===== config.mk =====
export PLATFORM = sky130hd
export DESIGN_NAME = bcd_adder_4digits
export DESIGN_NICKNAME = d
export VERILOG_FILES = /design/src/rtl/bcd_adder_4digits.sv
export SDC_FILE = /design/constraint.sdc
export NUM_CORES = 1
export LEC_CHECK = 0
export ABC_CLOCK_PERIOD_IN_PS = 10460
export BUFFER_PORTS_ARGS = -buffer_cell sky130_fd_sc_hd__buf_2
export CAP_MARGIN = 20
export CORE_AREA = 2 2 60 62
export CTS_BUF_LIST = sky130_fd_sc_hd__clkbuf_16
export CTS_CLUSTER_SIZE = 20
export DETAILED_ROUTE_END_ITERATION = 12
export DIE_AREA = 0 0 62 64
export GPL_TIMING_DRIVEN = 0
export PLACE_DENSITY = 0.79
export SYNTH_ARGS = -nofsm -noshare
export SYNTH_HDL_FRONTEND = slang
export SYNTH_SLANG_ARGS = --single-unit
export TNS_END_PERCENT = 10

===== constraint.sdc =====
create_clock -name clk -period 10.46 [get_ports clk]
set_input_delay 0.523 -clock clk [delete_from_list [all_inputs] [get_ports clk]]
set_output_delay 0.523 -clock clk [all_outputs]
set_load 0.03 [all_outputs]

===== src/rtl/bcd_adder_4digits.sv =====
// rtl/bcd_adder_4digits.sv - registered 4-digit packed-BCD adder with carry in/out
//
// Purpose:
//   Computes a + b + cin over four packed-BCD digits through a single-cycle
//   ripple of per-digit decimal adders, then registers the result. The result
//   appears one clock after a qualified input; back-to-back inputs are allowed.
//
// Ports:
//   clk        rising-edge clock for all state
//   rst_n      synchronous reset, active low
//   in_valid   qualifies a, b, cin for capture this cycle
//   a, b       16-bit packed-BCD operands, digit 0 in bits [3:0]
//   cin        decimal carry into digit 0
//   sum        registered packed-BCD result
//   cout       registered decimal carry out of digit 3
//   out_valid  one-cycle pulse per accepted input
//   bcd_err    registered flag: an accepted operand digit was above 9
module bcd_adder_4digits (
  input  logic        clk,
  input  logic        rst_n,
  input  logic        in_valid,
  input  logic [15:0] a,
  input  logic [15:0] b,
  input  logic        cin,
  output logic [15:0] sum,
  output logic        cout,
  output logic        out_valid,
  output logic        bcd_err
);

  // One decimal digit: returns {carry_out, digit}. The raw 5-bit sum can reach
  // 31 for non-BCD digits (F+F+1); the +6 correction wraps modulo 16 so those
  // cases still give a deterministic digit.
  function automatic logic [4:0] digit_add(input logic [3:0] da,
                                           input logic [3:0] db,
                                           input logic       dc);
    logic [4:0] s;
    logic [4:0] adj;
    s   = {1'b0, da} + {1'b0, db} + {4'b0000, dc};
    adj = s + 5'd6;
    if (s > 5'd9) begin
      digit_add = {1'b1, adj[3:0]};
    end else begin
      digit_add = {1'b0, s[3:0]};
    end
  endfunction

  // A digit is out of range when it is 10..15: bit 3 set with bit 2 or bit 1.
  function automatic logic digit_bad(input logic [3:0] d);
    digit_bad = d[3] & (d[2] | d[1]);
  endfunction

  logic [4:0]  carry;
  logic [15:0] core_sum;
  logic        core_err;

  logic [15:0] sum_q,       sum_d;
  logic        cout_q,      cout_d;
  logic        out_valid_q, out_valid_d;
  logic        bcd_err_q,   bcd_err_d;

  // Carry ripples from digit 0 to digit 3 within the cycle.
  always_comb begin
    logic [4:0] r;
    carry    = 5'b00000;
    core_sum = 16'h0000;
    core_err = 1'b0;
    r        = 5'b00000;
    carry[0] = cin;
    for (int i = 0; i < 4; i++) begin
      r              = digit_add(a[4*i +: 4], b[4*i +: 4], carry[i]);
      core_sum[4*i +: 4] = r[3:0];
      carry[i+1]     = r[4];
      core_err       = core_err | digit_bad(a[4*i +: 4]) | digit_bad(b[4*i +: 4]);
    end
  end

  // Capture on in_valid, otherwise hold the last result; out_valid is a pulse.
  always_comb begin
    sum_d       = sum_q;
    cout_d      = cout_q;
    bcd_err_d   = bcd_err_q;
    out_valid_d = 1'b0;
    if (in_valid) begin
      sum_d       = core_sum;
      cout_d      = carry[4];
      bcd_err_d   = core_err;
      out_valid_d = 1'b1;
    end
  end

  always_ff @(posedge clk) begin
    if (!rst_n) begin
      sum_q       <= 16'h0000;
      cout_q      <= 1'b0;
      out_valid_q <= 1'b0;
      bcd_err_q   <= 1'b0;
    end else begin
      sum_q       <= sum_d;
      cout_q      <= cout_d;
      out_valid_q <= out_valid_d;
      bcd_err_q   <= bcd_err_d;
    end
  end

  assign sum       = sum_q;
  assign cout      = cout_q;
  assign out_valid = out_valid_q;
  assign bcd_err   = bcd_err_q;

endmodule


* After elaboration in Yosys (flattened, before gate mapping)
Cells that the tools add are included.
Operators by class: order comparisons 4, $add $sub $neg 12, muxes and demuxes 5, bitwise operators 23
Operators with widths (count):
- $add A4 B4 Y5 | 4
- $add A5 B1 Y5 | 4
- $gt A5 B4 Y1 const B | 4
- $mux W5 | 4
- $add A4 B3 Y4 const B | 4
- $or A1 B1 Y1 | 15
- $and A1 B1 Y1 | 8
- $mux W1 | 1
Word-level totals: output and inout bits 19, bits in registers 19, logic and storage cells 48, input port bits 36

* Depth between registers and ports, before layout
word-level depth 13, depth in mapped cells 34, mapped depth without buffers 34

* Least setup slack after synthesis
OpenSTA, ideal clock, no wires.
kind input port to flip-flop, from in a[0], to reg sum_q[13], in the netlist sum[13], required time 10.343 ns, cell stages on the path 34, arrival 7.373 ns, path slack 2.969 ns, path through fa_1 > fa_1 > xnor2_1 > ha_1 > nand2_1 > a21o_1 > o21a_1 > fa_1 > inv_1 > fa_1 > inv_1 > ha_1 > nand2b_1 > a22oi_1 > inv_1 > o21a_1 > fa_1 > inv_1 > fa_1 > inv_1 > ha_1 > nand2b_1 > a22oi_1 > inv_1 > o21a_1 > fa_1 > inv_1 > fa_1 > inv_1 > ha_1 > a22oi_1 > and3_4 > or3_1 > a32o_1
Between the ends: word-level cells in the longest chain between the ends 13
RTL lines:
- start, declared | RTL line 22 | input logic [15:0] a,
- $add A4 B4 Y5 * | RTL line 39 | s = {1'b0, da} + {1'b0, db} + {4'b0000, dc};
- $add A5 B1 Y5 * | RTL line 39
- $gt A5 B4 Y1 * | RTL line 41 | if (s > 5'd9) begin
- $mux W5 * | RTL line 41
- $add A5 B1 Y5 * | RTL line 39
- $gt A5 B4 Y1 * | RTL line 41
- $mux W5 * | RTL line 41
- $add A5 B1 Y5 * | RTL line 39
- $gt A5 B4 Y1 * | RTL line 41
- $mux W5 * | RTL line 41
- $add A5 B1 Y5 * | RTL line 39
- $add A4 B3 Y4 / $gt A5 B4 Y1 (equally long branches) | RTL line 40, 41
- $mux W5 * | RTL line 41
- end signal, assigned | RTL line 99 | sum_q <= sum_d;
- end, declared | RTL line 57 | logic [15:0] sum_q, sum_d;
Mark *: on every way between the ends. The rest lies on a longest branch, timed or not. A chain may end at the register's enable or synchronous reset.

* Worst setup path after layout
Same ends and word-level chain as after synthesis.

==> reports/metrics.yaml <==
timing:
  finalCritPeriodShare_pct: 75.8
  hold_violations: 0
  final_max_slew_viol_count: 0
  worst_slew_pin_slew_ns: 0.462
  slew_headroom_pct: 69.0
  final.setup.tns_ns: 0
  max_freq_mhz: 126
  period_needed_ns: 7.93
  rsz0062_at_grt: "no"
  setup_viol: 0
  skew_ns: 0
  hold_slack_ns: 0.475
floorplan:
  core_area_sq_mm: 0.00328
  die-area_sq_mm: 0.00397
  io_pins: 55
  start_util_pct: 50.0
  rows: 21
  die_h_um: 64
  die_w_um: 62
global_routing:
  grt_pass1_wl_mm: 6.84
  grt_remaining_overflow: 0
  use_met3_pct: 3.85
  grtUsageMet2_pct: 39.3
  use_met1_pct: 25.5
  antenna_found_initial: 0
  grt_start_max_net_pins: 11
  grt_usage_pct: 22.1
  grt_pass1_vias: 1652
  grt.busiest_layer: "met2"
power:
  peakVddDrop_mv: 0.0676
  p_switching_mw: 0.137
  switching_share_pct: 40.6
  p_per_area_mw_per_mm2: 165
  report.power.total_mw: 0.338
  combPwrFrac_pct: 49.3
  clkPwrFrac_pct: 23.5
  intPower_mw: 0.200
  p_leak_nw: 1.03
  power_frac_seq_pct: 27.2
yosys:
  synthCells: 190
  ys.flop_type: "dfxtp_1"
  synth.ff_latch_count: 19
  ys_seq_area_share_pct: 23.2
  avgSynthCellArea_sq_um: 8.65
  syn_area_sq_mm: 0.00164
  synth_nets: 253
  synth-async-reset-ratio_pct: 0
  synth_warnings: 0
  ys_types: 39
  synth_edf_count: 0
status:
  status: "completed"
clock_network:
  clock_sinks: 19
  insertion_delay_ns: 0.25
  htree_levels: 1
  path_clk_slew_ns: 0.06
  cts_resized: 0
  cts_setup_buffers: 0
  root_buffer: "clkbuf_16"
  clock_path_buffers: 2
  cts_hold_buf: 0
  cts_made_buffers: 3
  cts_tree: "yes"
worst_setup_path:
  startpoint: "a[0]"
  cp_data_arrival_time_ns: 8.08
  start_kind: "primary input"
  end_kind: "register"
  critical-path-max-stage-delay_ns: 0.47
  crit_required_ns: 10.60
  critPathKind: "in2reg"
  timing.rr.start: "sum[5]"
  crit_slowest_cell: "fa_1"
  crit_path_max_fanout: 4
drt:
  dr_total_vias: 1666
  routed_via_density: 5.67
  drc: 0
  totalWireLength_mm: 4.13
  ant_nets: 0
  dr.pass1.iters: 4
  wl_per_cell_um: 14.1
  drt_iter0_drc: 98
cells_and_area:
  area.growth.synth_to_final_pct: 24.8
  layout_commonest_cell: "buf_2"
  nNetsFinal: 312
  final_cells: 294
  antennaDiodeCount: 0
  layout_common_cells: "buf_2, ha_1, dfxtp_1, inv_1, o21ai_0"
  drive_gt1_share_pct: 25.0
placement:
  placedCellCount: 290
  dpl.hpwl_mm: 3.25
  port_buffers: 54
  place_congestion: 0.853
run:
  cap_violations: 0
hold_path:
  min_path_type: "reg2reg"
  min_from: "sum[12]"
==> power by group through the flow <==
stage                     clock network (mW)  registers [mW]  logic, mW
final                                 0.0792          0.0920      0.166
after floorplan                            0           0.118     0.0948
after detailed placement                   0          0.0933      0.163
after global placement                     0          0.0931      0.159
after global routing                  0.0841          0.0933      0.186
after CTS                             0.0799          0.0918      0.166
==> kinds of logic after synthesis <==
group,after synthesis,share of synthesized area (%)
AOI/OAI and AO/OA,67,28.2
xor gates and xnor gates,7,3.73
adders and majority gates,27,24.2
buffers and inverters,22,5.10
DFF,19,23.2
muxes,1,0.609
and+or+nand+nor,47,15.0
==> through the flow <==
step	cell area, sq um	worst slack, ns	utilization [%]
2_1_floorplan	1640	2.97	-
3_3_place_gp	1970	2.42	60.0
3_5_place_dp	1970	2.34	60.0
4_1_cts	2050	2.58	62.4
5_1_grt	2050	2.06	62.4
6_report	2050	2.53	62.4
==> cell usage after synthesis (4+ instances only) <==
library cell | instances | area (sq um)
o21a_1 | 6 | 45.0
a21o_1 | 6 | 45.0
o21ai_0 | 17 | 85.1
nand2_1 | 14 | 52.6
clkbuf_1 | 4 | 15.0
a221oi_1 | 6 | 52.6
o211ai_1 | 5 | 37.5
ha_1 | 19 | 238
inv_1 | 17 | 63.8
xnor2_1 | 5 | 43.8
fa_1 | 8 | 160
nand3_1 | 5 | 25.0
nor2_1 | 8 | 30.0
o311ai_0 | 4 | 35.0
and3_1 | 4 | 25.0
dfxtp_1 | 19 | 380
a21oi_1 | 9 | 45.0
==> registers in the layout (all words and copies together) (netlist names) <==
signal and count:
bcd_err 1, cout 1, out_valid 1, sum 16
==> final timing paths <==
| check | end | slack, ns | cells past startpoint |
|---|---|---|---|
| min reg2reg | sum[12] | 0.48 | 1 |
| min | sum[12] | 0.48 | 1 |
| max | sum[13] | 2.53 | 35 |
| max reg2reg | sum[5] | 9.62 | 2 |
==> critical path: cells and delay by family <==
family                     cells  cell delay, ns
and+or+nand+nor                5            0.70
buffers and inverters          9            0.92
AOI/OAI and AO/OA              8            1.58
adders and majority gates     12            4.04
xor gates and xnor gates       1            0.32
==> area by class of cell <==
type	instances	area (sq um)
Inverter	17	63.8
Buffer	5	20.0
Clock inverter	1	3.75
Tap cell	46	57.6
Sequential cell	19	380
Fill cell	298	1230
Clock buffer	3	75.1
Timing Repair Buffer	54	270
Multi-Input combinational cell	149	1180
==> layer usage <==
layer / up-vias / share of wire [%]
met5: - / 0
li1: 826 / -
met4: 0 / 2.5
met3: 14 / 5.4
met2: 58 / 48
met1: 768 / 44
Power figures use the tool's default switching activity.
